<file path="config.mk">
export PLATFORM = sky130hd
export DESIGN_NAME = find_star_bounds
export DESIGN_NICKNAME = d
export VERILOG_FILES = /design/src/rtl/find_star_bounds.sv
export SDC_FILE = /design/constraint.sdc
export NUM_CORES = 1
export LEC_CHECK = 0
export CAP_MARGIN = 20
export CORE_ASPECT_RATIO = 0.9
export CORE_UTILIZATION = 50
export CTS_CLUSTER_DIAMETER = 120
export CTS_CLUSTER_SIZE = 14
export DETAILED_ROUTE_END_ITERATION = 8
export PLACE_DENSITY = 0.71
export RECOVER_POWER = 50
export SETUP_SLACK_MARGIN = 0.2
export SLEW_MARGIN = 15
export SYNTH_ARGS = -nofsm -noshare
export SYNTH_HDL_FRONTEND = slang
export SYNTH_SLANG_ARGS = --single-unit
</file>
<file path="constraint.sdc">
create_clock -name clk -period 5.48 [get_ports clk]
set_input_delay 0.822 -clock clk [delete_from_list [all_inputs] [get_ports clk]]
set_output_delay 0.822 -clock clk [all_outputs]
set_load 0.02 [all_outputs]
</file>
<file path="src/rtl/find_star_bounds.sv">
// find_star_bounds: bounding box and centre of one star blob in frame memory.
// Starting from the seed pixel (top-most, left-most on its row), probes memory
// one pixel at a time: right along the seed row, down the centre column, then
// (with FIND_STAR_LR_EN defined) left and right along the centre row.
// Only one read is ever in flight; each probe costs RD_LAT+1 cycles.
// Passes that would start on the image edge issue no probe and are resolved
// in the same cycle, so back-to-back passes never add idle cycles.
module find_star_bounds #(
  parameter int X_RES     = 60,
  parameter int Y_RES     = 60,
  parameter int X_W       = 6,
  parameter int Y_W       = 6,
  parameter int ADDR_W    = 12,
  parameter int PIX_W     = 3,
  parameter int THRESHOLD = 0,
  parameter int RD_LAT    = 1
) (
  input  logic              clk,
  input  logic              resetn,
  input  logic              start,
  input  logic [X_W-1:0]    xIn,
  input  logic [Y_W-1:0]    yIn,
  output logic [ADDR_W-1:0] memAddr,
  input  logic [PIX_W-1:0]  pixVal,
  output logic              busy,
  output logic              done,
  output logic [Y_W-1:0]    mostTop,
  output logic [Y_W-1:0]    mostBottom,
  output logic [X_W-1:0]    mostLeft,
  output logic [X_W-1:0]    mostRight,
  output logic [X_W-1:0]    midX,
  output logic [Y_W-1:0]    midY
);

  localparam int CNT_W = (RD_LAT < 2) ? 1 : $clog2(RD_LAT + 1);
  localparam logic [X_W-1:0] X_MAX = X_W'(X_RES - 1);
  localparam logic [Y_W-1:0] Y_MAX = Y_W'(Y_RES - 1);

  localparam logic [2:0] S_IDLE = 3'd0;
  localparam logic [2:0] S_R0   = 3'd1;
  localparam logic [2:0] S_D    = 3'd2;
`ifdef FIND_STAR_LR_EN
  localparam logic [2:0] S_L1   = 3'd3;
  localparam logic [2:0] S_R1   = 3'd4;
`endif
  localparam logic [2:0] S_DONE = 3'd5;

  logic [2:0]        state_q, state_d;
  logic              pend_q, pend_d;     // a probe is in flight
  logic [CNT_W-1:0]  cnt_q, cnt_d;       // read-latency countdown
  logic [X_W-1:0]    cx_q, cx_d;         // last confirmed star pixel of the pass
  logic [Y_W-1:0]    cy_q, cy_d;
  logic [X_W-1:0]    xs_q, xs_d;         // seed x
  logic [ADDR_W-1:0] addr_q, addr_d;
  logic              busy_q, busy_d;
  logic              done_q, done_d;
  logic [Y_W-1:0]    top_q, top_d, bot_q, bot_d, midy_q, midy_d;
  logic [X_W-1:0]    left_q, left_d, right_q, right_d, midx_q, midx_d;

  // Combinational scratch for the pass chaining below.
  logic [X_W-1:0]    cx;
  logic [Y_W-1:0]    cy;
  logic              star, fin_r0, fin_d, iss;
  logic [2:0]        iss_state;
  logic [ADDR_W-1:0] iss_addr;
`ifdef FIND_STAR_LR_EN
  logic              fin_l1, fin_r1;
`endif

  function automatic logic [ADDR_W-1:0] addr_of(input logic [X_W-1:0] x,
                                                input logic [Y_W-1:0] y);
    return ADDR_W'(y) * ADDR_W'(X_RES) + ADDR_W'(x);
  endfunction

  // Next-state: evaluate the outstanding probe, then close finished passes in
  // order and issue the first probe of whichever pass can actually probe.
  always_comb begin
    state_d   = state_q;
    pend_d    = pend_q;
    cnt_d     = cnt_q;
    xs_d      = xs_q;
    addr_d    = addr_q;
    top_d     = top_q;
    bot_d     = bot_q;
    left_d    = left_q;
    right_d   = right_q;
    midx_d    = midx_q;
    midy_d    = midy_q;
    cx        = cx_q;
    cy        = cy_q;
    star      = 1'b0;
    fin_r0    = 1'b0;
    fin_d     = 1'b0;
    iss       = 1'b0;
    iss_state = state_q;
    iss_addr  = addr_q;
`ifdef FIND_STAR_LR_EN
    fin_l1    = 1'b0;
    fin_r1    = 1'b0;
`endif

    case (state_q)
      S_IDLE: begin
        if (start) begin
          state_d = S_R0;
          pend_d  = 1'b0;
          cx      = xIn;
          cy      = yIn;
          xs_d    = xIn;
          top_d   = yIn;
        end
      end
      default: begin
        if (state_q == S_DONE) begin
          state_d = S_IDLE;
        end else if (!pend_q) begin
          // First cycle after start: open the right scan on the seed row.
          if (cx == X_MAX) fin_r0 = 1'b1;
          else begin
            iss = 1'b1; iss_state = S_R0; iss_addr = addr_of(cx + X_W'(1), cy);
          end
        end else if (cnt_q != '0) begin
          cnt_d = cnt_q - CNT_W'(1);
        end else begin
          pend_d = 1'b0;
          star   = pixVal > PIX_W'(THRESHOLD);
          case (state_q)
            S_R0: begin
              if (!star) fin_r0 = 1'b1;
              else begin
                cx = cx + X_W'(1);
                if (cx == X_MAX) fin_r0 = 1'b1;
                else begin
                  iss = 1'b1; iss_state = S_R0; iss_addr = addr_of(cx + X_W'(1), cy);
                end
              end
            end
            S_D: begin
              if (!star) fin_d = 1'b1;
              else begin
                cy = cy + Y_W'(1);
                if (cy == Y_MAX) fin_d = 1'b1;
                else begin
                  iss = 1'b1; iss_state = S_D; iss_addr = addr_of(cx, cy + Y_W'(1));
                end
              end
            end
`ifdef FIND_STAR_LR_EN
            S_L1: begin
              if (!star) fin_l1 = 1'b1;
              else begin
                cx = cx - X_W'(1);
                if (cx == '0) fin_l1 = 1'b1;
                else begin
                  iss = 1'b1; iss_state = S_L1; iss_addr = addr_of(cx - X_W'(1), cy);
                end
              end
            end
            S_R1: begin
              if (!star) fin_r1 = 1'b1;
              else begin
                cx = cx + X_W'(1);
                if (cx == X_MAX) fin_r1 = 1'b1;
                else begin
                  iss = 1'b1; iss_state = S_R1; iss_addr = addr_of(cx + X_W'(1), cy);
                end
              end
            end
`endif
            default: ;
          endcase
        end
      end
    endcase

    // Seed row finished: centre column, then scan down it from the seed row.
    if (fin_r0) begin
      midx_d = X_W'(({1'b0, xs_q} + {1'b0, cx}) >> 1);
`ifndef FIND_STAR_LR_EN
      left_d  = xs_q;
      right_d = cx;
`endif
      cx = midx_d;
      cy = top_q;
      if (cy == Y_MAX) fin_d = 1'b1;
      else begin
        iss = 1'b1; iss_state = S_D; iss_addr = addr_of(cx, cy + Y_W'(1));
      end
    end

    // Column finished: centre row is known.
    if (fin_d) begin
      bot_d  = cy;
      midy_d = Y_W'(({1'b0, top_q} + {1'b0, cy}) >> 1);
`ifdef FIND_STAR_LR_EN
      cx = midx_d;
      cy = midy_d;
      if (cx == '0) fin_l1 = 1'b1;
      else begin
        iss = 1'b1; iss_state = S_L1; iss_addr = addr_of(cx - X_W'(1), cy);
      end
`else
      state_d = S_DONE;
`endif
    end

`ifdef FIND_STAR_LR_EN
    if (fin_l1) begin
      left_d = cx;
      cx     = midx_d;
      if (cx == X_MAX) fin_r1 = 1'b1;
      else begin
        iss = 1'b1; iss_state = S_R1; iss_addr = addr_of(cx + X_W'(1), cy);
      end
    end

    if (fin_r1) begin
      right_d = cx;
      state_d = S_DONE;
    end
`endif

    if (iss) begin
      state_d = iss_state;
      pend_d  = 1'b1;
      cnt_d   = CNT_W'(RD_LAT);
      addr_d  = iss_addr;
    end

    cx_d   = cx;
    cy_d   = cy;
    busy_d = (state_d != S_IDLE);
    done_d = (state_q == S_DONE);
  end

  // State and output registers; reset clears everything, dropping any read.
  always_ff @(posedge clk or negedge resetn) begin
    if (!resetn) begin
      state_q <= S_IDLE;
      pend_q  <= 1'b0;
      cnt_q   <= '0;
      cx_q    <= '0;
      cy_q    <= '0;
      xs_q    <= '0;
      addr_q  <= '0;
      busy_q  <= 1'b0;
      done_q  <= 1'b0;
      top_q   <= '0;
      bot_q   <= '0;
      left_q  <= '0;
      right_q <= '0;
      midx_q  <= '0;
      midy_q  <= '0;
    end else begin
      state_q <= state_d;
      pend_q  <= pend_d;
      cnt_q   <= cnt_d;
      cx_q    <= cx_d;
      cy_q    <= cy_d;
      xs_q    <= xs_d;
      addr_q  <= addr_d;
      busy_q  <= busy_d;
      done_q  <= done_d;
      top_q   <= top_d;
      bot_q   <= bot_d;
      left_q  <= left_d;
      right_q <= right_d;
      midx_q  <= midx_d;
      midy_q  <= midy_d;
    end
  end

  assign memAddr    = addr_q;
  assign busy       = busy_q;
  assign done       = done_q;
  assign mostTop    = top_q;
  assign mostBottom = bot_q;
  assign mostLeft   = left_q;
  assign mostRight  = right_q;
  assign midX       = midx_q;
  assign midY       = midy_q;

endmodule

</file>
==> flow_metrics.env, run 1 <==
export IMPL_die_w_um=129.4
export IMPL_drt_iter0_markers=533
export IMPL_holdWs_ns=0.4678
export IMPL_areaGrowthSynthToFinish_pct=16.11
export IMPL_endpoint_kind="register"
export IMPL_hpwl_um=15160
export IMPL_synth_largest_area_cell="dfrtp_1"
export IMPL_syn_avg_cell_area_sq_um=8.591
export IMPL_rsz0062_at_grt="no"
export IMPL_initial_core_util=0.5157
export IMPL_syn_num_nets=965
export IMPL_yosys_area_share_simple=0.1873
export IMPL_dr_total_vias=6362
export IMPL_synthAdderAreaFrac=0.1933
export IMPL_routed_wirelength_um=19270
export IMPL_async_flop_share=1.000
export IMPL_outcome="complete, but fails checks"
export IMPL_track_usage=0.2669
export IMPL_synth_seq_area_share=0.2502
export IMPL_ctsHoldBuffers=0
export IMPL_synth_cell_types=87
export IMPL_drive_gt1_frac=0.07190
export IMPL_vias_per_cell=5.726
export IMPL_port_buffers=67
export IMPL_post_route_util=0.5988
export IMPL_dieArea_sq_um=15090
export IMPL_slew_violations=74
export IMPL_drtPass1Iterations=5
export IMPL_synth_area_sq_um=7302
export IMPL_synth_cells=850
export IMPL_crit_path_max_fanout=19
export IMPL_fill_cells=1277
export IMPL_gr_usage_met3=0.04810
export IMPL_tritoncts="done"
export IMPL_synth_top_family_by_area="adder cells"
export IMPL_maxCapViolations=1
export IMPL_critPathArrivalTime_ns=5.21
export IMPL_skew_ns=0.008091
export IMPL_synth_mux_area_frac=0.01199
export IMPL_final_cell_mix="nand2_1 (116), dfrtp_1 (73), ha_1 (72)"
export IMPL_die_h_um=116.6
export IMPL_regArea_sq_um=1827
export IMPL_final_common_cell="nand2_1"
export IMPL_final_antenna_net_count=0
export IMPL_maxSlewHeadroom=-1.583
export IMPL_wire_per_inst_um=17.34
export IMPL_grtUsageMet2=0.4104
export IMPL_grt_pass1_vias=5956
export IMPL_clk_path_buf_depth=2
export IMPL_rows=41
export IMPL_yosysWarnings=0
export IMPL_top_usage_layer="met2"
export IMPL_clock_latency_ns=0.34
export IMPL_drc=0
export IMPL_synth_top_area_frac=0.2502
export IMPL_yosys_top_cells_area="dfrtp_1 (25%), ha_1 (12%), fa_1 (6.9%)"
export IMPL_setup_viol=0
export IMPL_setup_worst_path_class="in -> reg"
export IMPL_path_clk_slew_ns=0.06
export IMPL_synthFlopType="dfrtp_1"
export IMPL_core_sq_um=14160
export IMPL_cts_root_buf="clkbuf_16"
export IMPL_synth_compound_area_frac=0.1929
export IMPL_cts_made_buffers=9
export IMPL_cp_required_ns=5.69
export IMPL_start_kind="input port"
export IMPL_worst_pin_slew_ns=3.874
export IMPL_io_pins=68
export IMPL_hp_class="reg -> reg"
export IMPL_period_needed_ns=4.998
export IMPL_clock_sinks=73
export IMPL_routabilityCongestion=0.9027
export IMPL_multi_input_area_sq_um=5052
export IMPL_fmax_ghz=0.2001
export IMPL_final_net_count=1029
export IMPL_grt_first_pass_wirelength_um=31040
export IMPL_ys_ff_latch=73
export IMPL_grt_max_degree=74
export IMPL_setup_tns_ns=0
export IMPL_use_met1=0.3861
export IMPL_n_antenna_cell=0
export IMPL_synth_edf_count=0
export IMPL_hold_viol_final=0
export IMPL_gr_total_overflow=0
export IMPL_violations="capacitance limit, slew limit"
export IMPL_cts_htree_levels=3
export IMPL_fin_crit_sh=0.9120
export IMPL_synth_xor_area_frac=0.1045
export IMPL_antenna_found_initial=0
[critical path, cell delays in order]
cell and delay, ns:
dlygate4sd3_1 0.77, and2_0 0.22, clkbuf_1 0.82, nor3_1 0.11
a21oi_1 0.17, o21ai_0 0.16, inv_1 0.09, ha_1 0.25
xnor2_1 0.26, ha_1 0.31, a21oi_1 0.21, nor2b_1 0.07
o21ai_0 0.31, nor4_1 0.11, xnor3_1 0.35, nand2_1 0.08
nand3_1 0.08
[layout make-up]
type,count,share of cell area
clock buffer,10,0.02819
clock inverter,5,0.006641
inverter,69,0.03055
multi-input combinational,675,0.5959
sequential,73,0.2155
tap,193,0.02848
timing repair buffer,86,0.09475
[synth_stat cells (5+ instances only)]
cell / instances
o22ai_1: 9
buf_1: 5
nand3_1: 23
and3_1: 8
a211oi_1: 6
nand2_1: 116
xor2_1: 37
a31oi_1: 6
a21oi_1: 38
ha_1: 72
a221oi_1: 5
buf_2: 12
mux2_1: 5
nor3_1: 10
nor2_1: 58
nor2b_1: 12
a22oi_1: 8
a21o_1: 7
o211ai_1: 13
inv_1: 69
clkbuf_1: 9
o21ai_1: 9
xnor2_1: 40
o21ai_0: 52
nand4_1: 6
fa_1: 25
dfrtp_1: 73
nand2b_1: 11
nor3b_1: 6
[repair_timing]
action | CTS | global route
endpoints found under the setup margin | 0 | 1
gates resized for setup | 0 | 2
setup buffers | 0 | 0
[registers in the layout, summed over array words and instances (netlist names), 3 cells and up]
name / cells
mostLeft: 6
mostRight: 6
cx_q: 6
cy_q: 6
mostBottom: 6
state_q: 3
mostTop: 6
midX: 6
memAddr: 12
midY: 6
xs_q: 6
[logic make-up after synthesis]
| kind of cell | Yosys count |
|---|---|
| AOI/OAI and AO/OA | 204 |
| xor gates and xnor gates | 81 |
| adders and majority gates | 98 |
| buffers and inverters | 102 |
| DFF | 73 |
| muxes | 8 |
| and+or+nand+nor | 284 |
[per-layer routing]
layer | up-vias | part of all wire
met5 | - | 0
met4 | 0 | 0.019
met3 | 32 | 0.059
met2 | 194 | 0.44
met1 | 3055 | 0.48
li1 | 3081 | -
[final timing paths]
kind | start | end | slack (ns) | cells past startpoint
min in group asynchronous | resetn | midX[1] | 1.84 | 1
worst min register to register | mostLeft[5] | mostLeft[5] | 0.47 | 2
max in group asynchronous | resetn | mostBottom[4] | 1.48 | 1
worst max-delay path | start | memAddr[11] | 0.48 | 17
worst max register to register | cy_q[1] | memAddr[11] | 0.55 | 20
worst min-delay path | mostLeft[5] | mostLeft[5] | 0.47 | 2
[per-stage QoR]
step / area (sq um) / cells / worst slack, ns
floorplan: 7302 / 850 / 0.8505
global placement: 8179 / 1096 / 0.3698
detailed placement: 8179 / 1096 / 0.2430
CTS: 8474 / 1111 / 0.4413
global route: 8478 / 1111 / 0.2267
finish: 8478 / 1111 / 0.4824
Power of run 1 is left out: the tool's default activity adds up to more than one toggle a clock period on the data nets, which glitch-free logic cannot reach.
==> run 2, diff against run 1 <==
==> constraint.sdc (replaced) <==
create_clock -name clk -period 5.48 [get_ports clk]
set_input_delay 1.096 -clock clk [delete_from_list [all_inputs] [get_ports clk]]
set_output_delay 1.096 -clock clk [all_outputs]
set_load 0.02 [all_outputs]
==> run 2 against run 1 <==
Against the previous run:
- the run still ends with capacitance limit, slew limit left
- sequential share of layout area down 0.10 points
- clock-buffer cell count up 1
- critical path depth up 1
- via count up 0.86%
- global-route usage rose by 0.53 points
- first-iteration DRC count shrank 11%
- worst hold slack lost 0.00071 ns
- critical path type unchanged
- clock skew decreased by 0.0025 ns
- design area increased by 0.47%
- die area did not move
- fmax fell by 2.3%
- critical endpoint is now memAddr[9]
- wire length increased by 2.9%
- highest routed layer unchanged
==> flow_metrics.env, run 2 (synthesis gave the netlist of run 1 again) <==
export IMPL_final_cell_mix="nand2_1 (116), dfrtp_1 (73), ha_1 (72)"
export IMPL_maxSlewHeadroom=-1.634
export IMPL_crit_slowest_cell="clkbuf_1"
export IMPL_port_buffers=67
export IMPL_routabilityCongestion=0.9217
export IMPL_routed_wirelength_um=19830
export IMPL_clk_path_buf_depth=2
export IMPL_initial_core_util=0.5157
export IMPL_cts_setup_buffers=0
export IMPL_start_kind="input port"
export IMPL_fin_crit_sh=0.9332
export IMPL_instances_no_fill=1116
export IMPL_maxCapViolations=1
export IMPL_period_needed_ns=5.114
export IMPL_grt_max_degree=74
export IMPL_cp_required_ns=5.68
export IMPL_setup_viol=0
export IMPL_dp_cells=1100
export IMPL_crit_start="start"
export IMPL_ctsHoldBuffers=0
export IMPL_largest_reg_flops=12
export IMPL_core_sq_um=14160
export IMPL_vias_per_cell=5.750
export IMPL_die_w_um=129.4
export IMPL_clock_latency_ns=0.34
export IMPL_drive_gt1_frac=0.07801
export IMPL_track_usage=0.2721
export IMPL_max_stage_delay_ns=0.83
export IMPL_drtPass1Iterations=7
export IMPL_cts_htree_levels=3
export IMPL_grt_pass1_vias=6051
export IMPL_rsz0062_at_grt="no"
export IMPL_rows=41
export IMPL_worst_pin_slew_ns=3.951
export IMPL_violations="capacitance limit, slew limit"
export IMPL_crit_chain="dlygate4sd3_1, and2_0, clkbuf_1, nor3_1, a21oi_1, o21ai_0, inv_1, ha_1, xnor2_1, ha_1, a21oi_1, nor2b_1, o21ai_0, buf_4, nor2_1, xnor2_1, a22oi_1, o211ai_1"
export IMPL_crit_path_max_fanout=19
export IMPL_cts_resized=0
export IMPL_cts_made_buffers=9
export IMPL_place_area_sq_um=8209
export IMPL_final_net_count=1033
export IMPL_tritoncts="done"
export IMPL_dieArea_sq_um=15090
export IMPL_path_clk_slew_ns=0.06
export IMPL_hp_class="reg -> reg"
export IMPL_io_pins=68
export IMPL_hpwl_um=15600
export IMPL_worstHoldStart="mostRight[2]"
export IMPL_cts_root_buf="clkbuf_16"
export IMPL_outcome="complete, but fails checks"
export IMPL_drt_iter0_markers=472
export IMPL_fin_area_sq_um=8518
export IMPL_areaGrowthSynthToFinish_pct=16.66
export IMPL_crit_family="buffers and inverters"
export IMPL_setup_tns_ns=0
export IMPL_fmax_ghz=0.1955
export IMPL_die_h_um=116.6
export IMPL_cp_num_buf_inv=4
export IMPL_setup_worst_path_class="in -> reg"
export IMPL_final_antenna_net_count=0
export IMPL_final_common_cell="nand2_1"
export IMPL_critPathArrivalTime_ns=5.32
export IMPL_regToRegStartpoint="cy_q[1]"
export IMPL_wire_per_inst_um=17.77
export IMPL_drc=0
export IMPL_gr_total_overflow=0
export IMPL_clock_sinks=73
export IMPL_hold_viol_final=0
export IMPL_dr_total_vias=6417
export IMPL_grt_first_pass_wirelength_um=31660
export IMPL_n_antenna_cell=0
export IMPL_endpoint_kind="register"
export IMPL_slew_violations=74
export IMPL_antenna_found_initial=0
export IMPL_skew_ns=0.005638
-- run 2: area by class of cell --
type | count | area (sq um)
Timing Repair Buffer | 90 | 833.3
Inverter | 69 | 259.0
Sequential cell | 73 | 1827
Tap cell | 193 | 241.5
Multi-Input combinational cell | 675 | 5069
Clock inverter | 5 | 56.30
Clock buffer | 11 | 232.7
Fill cell | 1285 | 5640
-- run 2: final timing paths --
check                          endpoint  slack [ns]  depth (start not counted)
min in group asynchronous       xs_q[3]        2.13                          1
hold reg to reg            mostRight[2]        0.47                          2
max in group asynchronous    state_q[0]        1.13                          1
hold / removal             mostRight[2]        0.47                          2
setup reg to reg            memAddr[11]        0.56                         20
setup / recovery             memAddr[9]        0.37                         18
-- run 2: worst min-delay path, stage by stage (launching register included) --
cell     delay, ns
dfrtp_1       0.34
nand2_1       0.05
nand2_1       0.05
-- run 2: per-stage QoR --
step | hold slack [ns] | worst slack, ns | util
2_1_floorplan | 0.4742 | 0.5765 | -
3_3_place_gp | 0.4536 | 0.1707 | 0.5798
3_5_place_dp | 0.4582 | 0.08700 | 0.5798
4_1_cts | 0.4709 | 0.4032 | 0.6002
5_1_grt | 0.4936 | 0.09788 | 0.6016
6_report | 0.4671 | 0.3659 | 0.6016
-- run 2: metal layers --
| metal | up-vias | track usage | share of wire |
|---|---|---|---|
| met3 | 27 | 0.05589 | 0.059 |
| met4 | 0 | 0.06196 | 0.015 |
| li1 | 3096 | - | - |
| met1 | 3107 | 0.3846 | 0.47 |
| met5 | - | 0 | 0 |
| met2 | 187 | 0.4272 | 0.45 |
Power of run 2 is left out for the same reason.
